--- src/rtl/abs_enc_adc_emulator.sv ---
// Device-side emulator of a dual 8-channel 16-bit parallel ADC, backed by a host-loaded shadow bank.
// Optional build macro ABS_ENC_EMU_RAMP_EN: per-channel shadow ramp applied after every commit.
module abs_enc_adc_emulator #(
    parameter int CONV_CYCLES = 20,
    parameter int DATA_W      = 16
) (
    input  logic              clk,
    input  logic              rst_n,
    input  logic              enc_rst,
    input  logic              convst,
    input  logic              cs0_n,
    input  logic              cs1_n,
    output logic              busy0,
    output logic [DATA_W-1:0] data_out,
    input  logic              ld_valid,
    input  logic [3:0]        ld_ch,
    input  logic [DATA_W-1:0] ld_data,
    output logic              ovr,
    input  logic              ovr_clr,
    output logic [15:0]       conv_cnt
);

    localparam int NCH = 16;

    typedef enum logic [1:0] {
        ST_RST,
        ST_IDLE,
        ST_CONV
    } state_t;

    state_t            state_q, state_d;
    logic [7:0]        busy_cnt_q, busy_cnt_d;
    logic              busy0_q, busy0_d;
    logic              ovr_q, ovr_d;
    logic [15:0]       conv_cnt_q, conv_cnt_d;
    logic [2:0]        ptr0_q, ptr0_d;
    logic [2:0]        ptr1_q, ptr1_d;
    logic              convst_r_q, cs0_r_q, cs1_r_q;
    logic [DATA_W-1:0] shadow_q [NCH];
    logic [DATA_W-1:0] shadow_d [NCH];
    logic [DATA_W-1:0] bank_q   [NCH];
    logic [DATA_W-1:0] bank_d   [NCH];

    logic convst_rise;
    logic cs0_rise;
    logic cs1_rise;
    logic commit;
    logic clear_bank;

    assign convst_rise = convst & ~convst_r_q;
    assign cs0_rise    = cs0_n & ~cs0_r_q;
    assign cs1_rise    = cs1_n & ~cs1_r_q;
    assign commit      = (state_q == ST_CONV) && !enc_rst && (busy_cnt_q == 8'd0);
    assign clear_bank  = enc_rst || (state_q == ST_RST);

    always_comb begin
        state_d    = state_q;
        busy_cnt_d = busy_cnt_q;
        busy0_d    = busy0_q;
        ovr_d      = ovr_q;
        conv_cnt_d = conv_cnt_q;
        if (ovr_clr) begin
            ovr_d = 1'b0;
        end
        if (enc_rst) begin
            state_d    = ST_RST;
            busy0_d    = 1'b0;
            busy_cnt_d = 8'd0;
        end else begin
            case (state_q)
                ST_RST: begin
                    state_d = ST_IDLE;
                end
                ST_IDLE: begin
                    if (convst_rise) begin
                        state_d    = ST_CONV;
                        busy0_d    = 1'b1;
                        busy_cnt_d = 8'(CONV_CYCLES - 1);
                    end
                end
                ST_CONV: begin
                    // A second start during conversion never restarts it; set beats clear.
                    if (convst_rise) begin
                        ovr_d = 1'b1;
                    end
                    if (busy_cnt_q == 8'd0) begin
                        state_d    = ST_IDLE;
                        busy0_d    = 1'b0;
                        conv_cnt_d = conv_cnt_q + 16'd1;
                    end else begin
                        busy_cnt_d = busy_cnt_q - 8'd1;
                    end
                end
                default: begin
                    state_d = ST_IDLE;
                end
            endcase
        end
    end

    always_comb begin
        ptr0_d = ptr0_q + 3'(cs0_rise);
        ptr1_d = ptr1_q + 3'(cs1_rise);
        if (clear_bank || commit) begin
            ptr0_d = 3'd0;
            ptr1_d = 3'd0;
        end
    end

    generate
        for (genvar gi = 0; gi < NCH; gi++) begin : g_ch
            logic              ld_hit;
            logic [DATA_W-1:0] shadow_upd;

            assign ld_hit = ld_valid && (ld_ch == 4'(gi));
`ifdef ABS_ENC_EMU_RAMP_EN
            assign shadow_upd = commit ? (shadow_q[gi] + DATA_W'(gi + 1)) : shadow_q[gi];
`else
            assign shadow_upd = shadow_q[gi];
`endif
            // Output bank takes the pre-write shadow value when a load lands in the commit cycle.
            assign shadow_d[gi] = ld_hit ? ld_data : shadow_upd;
            assign bank_d[gi]   = clear_bank ? '0 : (commit ? shadow_q[gi] : bank_q[gi]);
        end
    endgenerate

    always_ff @(posedge clk or negedge rst_n) begin
        if (!rst_n) begin
            state_q    <= ST_IDLE;
            busy_cnt_q <= 8'd0;
            busy0_q    <= 1'b0;
            ovr_q      <= 1'b0;
            conv_cnt_q <= 16'd0;
            ptr0_q     <= 3'd0;
            ptr1_q     <= 3'd0;
            convst_r_q <= 1'b0;
            // Strobe history starts deasserted so leaving reset is not seen as a read end.
            cs0_r_q    <= 1'b1;
            cs1_r_q    <= 1'b1;
            for (int i = 0; i < NCH; i++) begin
                shadow_q[i] <= '0;
                bank_q[i]   <= '0;
            end
        end else begin
            state_q    <= state_d;
            busy_cnt_q <= busy_cnt_d;
            busy0_q    <= busy0_d;
            ovr_q      <= ovr_d;
            conv_cnt_q <= conv_cnt_d;
            ptr0_q     <= ptr0_d;
            ptr1_q     <= ptr1_d;
            convst_r_q <= convst;
            cs0_r_q    <= cs0_n;
            cs1_r_q    <= cs1_n;
            for (int i = 0; i < NCH; i++) begin
                shadow_q[i] <= shadow_d[i];
                bank_q[i]   <= bank_d[i];
            end
        end
    end

    always_comb begin
        data_out = '0;
        if (!cs0_n) begin
            data_out = bank_q[{1'b0, ptr0_q}];
        end else if (!cs1_n) begin
            data_out = bank_q[{1'b1, ptr1_q}];
        end
    end

    assign busy0    = busy0_q;
    assign ovr      = ovr_q;
    assign conv_cnt = conv_cnt_q;

endmodule
--- config.mk ---
export PLATFORM = sky130hd
export DESIGN_NAME = abs_enc_adc_emulator
export DESIGN_NICKNAME = d
export VERILOG_FILES = /design/src/rtl/abs_enc_adc_emulator.sv
export SDC_FILE = /design/constraint.sdc
export NUM_CORES = 1
export LEC_CHECK = 0
export BUFFER_PORTS_ARGS = -buffer_cell sky130_fd_sc_hd__buf_4
export CAP_MARGIN = 10
export CORE_ASPECT_RATIO = 0.8
export CORE_MARGIN = 4
export CORE_UTILIZATION = 45
export CTS_BUF_LIST = sky130_fd_sc_hd__clkbuf_8 sky130_fd_sc_hd__clkbuf_16
export DETAILED_ROUTE_END_ITERATION = 6
export RECOVER_POWER = 50
export SYNTH_ARGS = -nofsm -noshare
export SYNTH_HDL_FRONTEND = slang
export SYNTH_SLANG_ARGS = --single-unit
--- constraint.sdc ---
create_clock -name clk -period 3.45 [get_ports clk]
set_clock_uncertainty 0.05 [all_clocks]
set_input_delay 0.69 -clock clk [delete_from_list [all_inputs] [get_ports clk]]
set_output_delay 0.69 -clock clk [all_outputs]
set_load 0.02 [all_outputs]
## Word-level counts from Yosys, hierarchy flattened

Cells that the tools add are included.

- Input bits: 28
- Output and inout bits: 34
- Word-level logic and storage cells: 165
- Bits in registers: 549

- Multiplexer cells: 58
- Eq/ne operators: 20
- Reduce and logical (&&, ||, !) cells: 30
- Add/subtract/negate cells: 4
- Bitwise gates (word level): 9
- Order comparisons: 2

Operators by type and width:

| operator | count |
|---|---|
| 16-bit 2-to-1 mux | 38 |
| 16-bit binary-select mux with 4-bit select | 2 |
| 4-bit equality test (second input constant) | 8 |
| 8-bit 2-to-1 mux | 3 |
| 1-bit logical AND | 18 |
| 16-bit by 1-bit adder with 16-bit output (second input constant) | 1 |
| 4-bit by 3-bit equality test with 1-bit output (second input constant) | 4 |
| 8-bit one-hot mux with 2 select lines | 1 |
| 5-bit >= comparator (second input constant) | 2 |
| 3-bit AND reduction | 3 |
| 4-bit by 2-bit equality test with 1-bit output (second input constant) | 2 |
| 8-bit zero test | 1 |
| 8-bit by 1-bit subtractor with 8-bit output (second input constant) | 1 |
| 1-bit 2-to-1 mux | 7 |
| 3-bit by 1-bit adder with 3-bit output | 2 |
| 2-bit 2-to-1 mux | 3 |
| 3-bit 2-to-1 mux | 2 |
| 3-bit != test (second input constant) | 2 |
| 3-bit NOT with 5-bit output | 1 |
| 4-bit NOT with 5-bit output | 1 |
| 4-bit by 1-bit equality test with 1-bit output (second input constant) | 1 |
| 4-bit zero test | 1 |
| 1-bit NOT | 4 |
| 2-bit one-hot mux with 2 select lines | 1 |
| other kinds (11) | 14 |

## Depth between registers and ports, before layout

- Word-level depth: 6
- Gate-level depth with buffers: 10
- Mapped depth without buffers: 6

## Least setup slack after synthesis

OpenSTA, ideal clock, no wires.

- Path type: flip-flop to output port
- From: register ptr1_q[1]
- To: output data_out[10]
- Buffers on the path: 2
- Arrival: 2.020 ns
- Required time: 2.710 ns
- Cell stages (with the launch flop): 7
- Slack: 0.690 ns
- Cells stage by stage: dfrtp_1 > clkbuf_1 > buf_1 > mux2i_1 > a22oi_1 > o221ai_1 > o21ai_0

- Longest elaborated chain between the ends: 6

Ends and longest elaborated chain:

| element | RTL line | source |
|---|---|---|
| from (decl) | 37 | `logic [2:0] ptr1_q, ptr1_d;` |
| from (signal assigned) | 151 | `ptr1_q <= ptr1_d;` |
| 4-bit NOT with 5-bit output (not written as such) | 167 | `data_out = bank_q[{1'b1, ptr1_q}];` |
| 16-bit binary-select mux with 4-bit select | 167 |  |
| 16-bit 2-to-1 mux (not written as such) (2 in a row) | 167 |  |
| 16-bit 2-to-1 mux | 166 | `end else if (!cs1_n) begin` |
| 16-bit 2-to-1 mux | 164 | `if (!cs0_n) begin` |
| to (decl) | 14 | `output logic [DATA_W-1:0] data_out,` |

No other way between the ends. The select of a mux whose other input is x is not followed.

## Worst setup path after layout

- From: register ptr0_q[0]
- To: output data_out[7]

- Longest elaborated chain between the ends: 5

Ends and longest elaborated chain:

| element | RTL line | source |
|---|---|---|
| from (decl) | 36 | `logic [2:0] ptr0_q, ptr0_d;` |
| from (signal assigned) | 150 | `ptr0_q <= ptr0_d;` |
| 3-bit NOT with 5-bit output (not written as such) | 165 | `data_out = bank_q[{1'b0, ptr0_q}];` |
| 16-bit binary-select mux with 4-bit select | 165 |  |
| 16-bit 2-to-1 mux (not written as such) (2 in a row) | 165 |  |
| 16-bit 2-to-1 mux | 164 |  |

No other way between the ends. The select of a mux whose other input is x is not followed.

==> flow_metrics.env <==
export IMPL_utilization_pct=51.4
export IMPL_wl_per_cell_um=20.8
export IMPL_clockBufferDepth=3
export IMPL_die_w_um=263
export IMPL_finalCritPeriodShare_pct=98.1
export IMPL_cts_sinks=549
export IMPL_tightest_slew_ns=1.74
export IMPL_period_needed_ns=3.38
export IMPL_overflow=0
export IMPL_leakage_nw=11.0
export IMPL_hold_viol=0
export IMPL_drt_iter0_drc=1349
export IMPL_grt_first_pass_wirelength_mm=92.6
export IMPL_synthAdderAreaFrac_pct=0.373
export IMPL_netlist_cell_type_count=50
export IMPL_gp_congestion=0.778
export IMPL_syn_area_per_cell_um2=11.5
export IMPL_synth_xor_area_share_pct=0.672
export IMPL_min_path_type="input pin to flop"
export IMPL_rsz0062_at_grt="no"
export IMPL_finalSetupTns_ns=0
export IMPL_postSynthCellCount=2043
export IMPL_synth_area_um2=23500
export IMPL_yosys_warnings=0
export IMPL_whs_ns=0.160
export IMPL_yosysTopAreaCell="dfrtp_1"
export IMPL_end_kind="primary output"
export IMPL_clock_latency_ns=0.60
export IMPL_synth_compound_area_share_pct=7.99
export IMPL_cp_max_fo=20
export IMPL_die_height_um=212
export IMPL_grt_pass1_vias=15743
export IMPL_syn_num_nets=2078
export IMPL_track_usage_pct=21.0
export IMPL_area_growth_pct=12.2
export IMPL_crit_type="flop to primary output"
export IMPL_wirelength_mm=58.0
export IMPL_final_cells=2792
export IMPL_vias=15342
export IMPL_seq_area_frac_synth_pct=58.5
export IMPL_grt_start_max_net_pins=123
export IMPL_die_area_um2=55900
export IMPL_n_antenna_cell=0
export IMPL_critPathRequiredTime_ns=2.71
export IMPL_power_density_nw_per_um2=557
export IMPL_violations="capacitance limit, slew limit"
export IMPL_fmax_ghz=0.295
export IMPL_multi_input_area_um2=8950
export IMPL_status="finished with violations"
export IMPL_h_tree_depth=2
export IMPL_yosysMostFrequentCell="dfrtp_1"
export IMPL_synth_seq_cells=549
export IMPL_arrival_ns=2.64
export IMPL_drc=0
export IMPL_dp_cells=2693
export IMPL_drive_above_1_share_pct=25.3
export IMPL_initial_core_util_pct=45.8
export IMPL_synthTopCellsByCount="dfrtp_1, nand2_1, mux2_2"
export IMPL_setup_viol_count_final=0
export IMPL_slew_violations=160
export IMPL_synthMuxAreaShare_pct=18.2
export IMPL_synth_edf_count=0
export IMPL_path_clk_slew_ns=0.06
export IMPL_core_um2=51300
export IMPL_cap_violations=7
export IMPL_asyncSetResetFlopFracSynth_pct=100
export IMPL_vias_per_cell=5.49
export IMPL_synthTopCellsByArea="dfrtp_1, mux2_2, nand2_1"
export IMPL_synth_simple_area_share_pct=10.6
export IMPL_synth_top_area_share_pct=58.2
export IMPL_cts_buffers=54
export IMPL_seq_area_um2=13800
export IMPL_slew_headroom_pct=-15.9
export IMPL_place_hpwl_mm=34.7
export IMPL_startpoint_type="flop"
export IMPL_cts_tree="yes"
export IMPL_fin_nets=2106
export IMPL_synth_top_family_by_area="multiplexers"
export IMPL_synth_ff_type="dfrtp_1"
export IMPL_portBuffers=61
export IMPL_rows=74
export IMPL_clockRootBuffer="clkbuf_16"
export IMPL_drt_pass1_iterations=6
export IMPL_antenna_found_initial=0
export IMPL_drtAntennaViolNets=0
export IMPL_nFillCells=4606
export IMPL_vdd_ir_drop_max_v=0.000396
export IMPL_io_pins=62
==> metal layers <==
metal  share of wire, %  track usage [%]  vias up
met2                 44             32.0      289
met5                  0                0        -
li1                   -                -     7048
met4                2.2             5.29        0
met1                 49             31.2     7926
met3                4.9             4.04       79
==> sequential cells by signal, summed over array words and instances (netlist names), 2 cells and up <==
signal and count:
bank_q 256, state_q 2, ptr1_q 3, conv_cnt 16
ptr0_q 3, g_ch.shadow_upd 256, busy_cnt_q 8
==> repair_timing <==
action | CTS | global route
hold buffers | 1 | 0
buffers inserted | 5 | 0
hold endpoints to repair | 7 | 0
endpoints found under the setup margin | 10 | 3
resized for setup | 5 | 5
==> kinds of logic after synthesis <==
| group | count (synthesis) |
|---|---|
| DFF | 549 |
| adders and majority gates | 7 |
| xor gates and xnor gates | 18 |
| AOI/OAI and AO/OA | 342 |
| and+or+nand+nor | 612 |
| muxes | 352 |
| buffers and inverters | 163 |
==> power breakdown <==
part,internal [mW],total (mW),switching (mW)
sequential,7.19,7.57,0.379
combinational,0.721,1.45,0.733
clock,3.18,5.65,2.48
==> worst paths after layout <==
| check | depth (start not counted) | startpoint | to | slack [ns] |
|---|---|---|---|---|
| min in group asynchronous | 2 | rst_n | ptr0_q[0]$_DFF_PN0_ | 1.03 |
| worst min register to register | 1 | convst_r_q$_DFF_PN0_ | ovr$_DFF_PN0_ | 0.43 |
| worst max-delay path | 5 | ptr0_q[0]$_DFF_PN0_ | data_out[7] | 0.07 |
| max in group asynchronous | 3 | rst_n | g_ch[12].shadow_upd[12]$_DFFE_PN0P_ | 0.53 |
| worst min-delay path | 1 | cs1_n | cs1_r_q$_DFF_PN1_ | 0.16 |
| worst max register to register | 7 | busy_cnt_q[0]$_DFFE_PN0P_ | bank_q[46]$_DFFE_PN0N_ | 0.70 |
==> final cells by class <==
class                   count  share of cell area [%]
inverters                   5                  0.0712
clock buffers              66                    5.80
flip-flops and latches    549                    52.2
well taps                 684                    3.25
clock inverters            27                   0.575
repair buffers            130                    4.14
multi-input cells        1331                    34.0
==> worst max-delay path: stages (launching register included) <==
cell     delay (ns)
dfrtp_4        0.51
buf_16         0.23
mux4_2         0.51
a22oi_1        0.33
o21ai_0        0.25
buf_4          0.22
==> cells in the final DEF, fill, tap and decap left out, types with 11 or more instances in the layout <==
master,synthesis,final
a21oi_1,263,263
a22oi_1,32,29
buf_12,0,14
buf_4,8,87
clkbuf_1,90,21
clkbuf_16,0,55
clkbuf_8,0,11
dfrtp_1,546,543
inv_1,5,20
mux2_2,288,288
mux2i_1,32,32
mux4_2,32,32
nand2_1,521,521
nor2_1,22,15
o21ai_0,21,18
o221ai_1,16,16
xnor2_1,14,14
==> per-stage QoR <==
| stage | instance area, um2 | worst slack, ns | total power [mW] |
|---|---|---|---|
| 6_report | 26300 | 0.0651 | 14.7 |
| 4_1_cts | 26500 | 0.00188 | 14.9 |
| 3_3_place_gp | 24700 | 0.494 | 9.07 |
| 5_1_grt | 26300 | 0.00332 | 15.3 |
| 2_1_floorplan | 23500 | 0.690 | 8.59 |
| 3_5_place_dp | 24700 | 0.489 | 9.16 |
(Power assumes the default switching activity.)
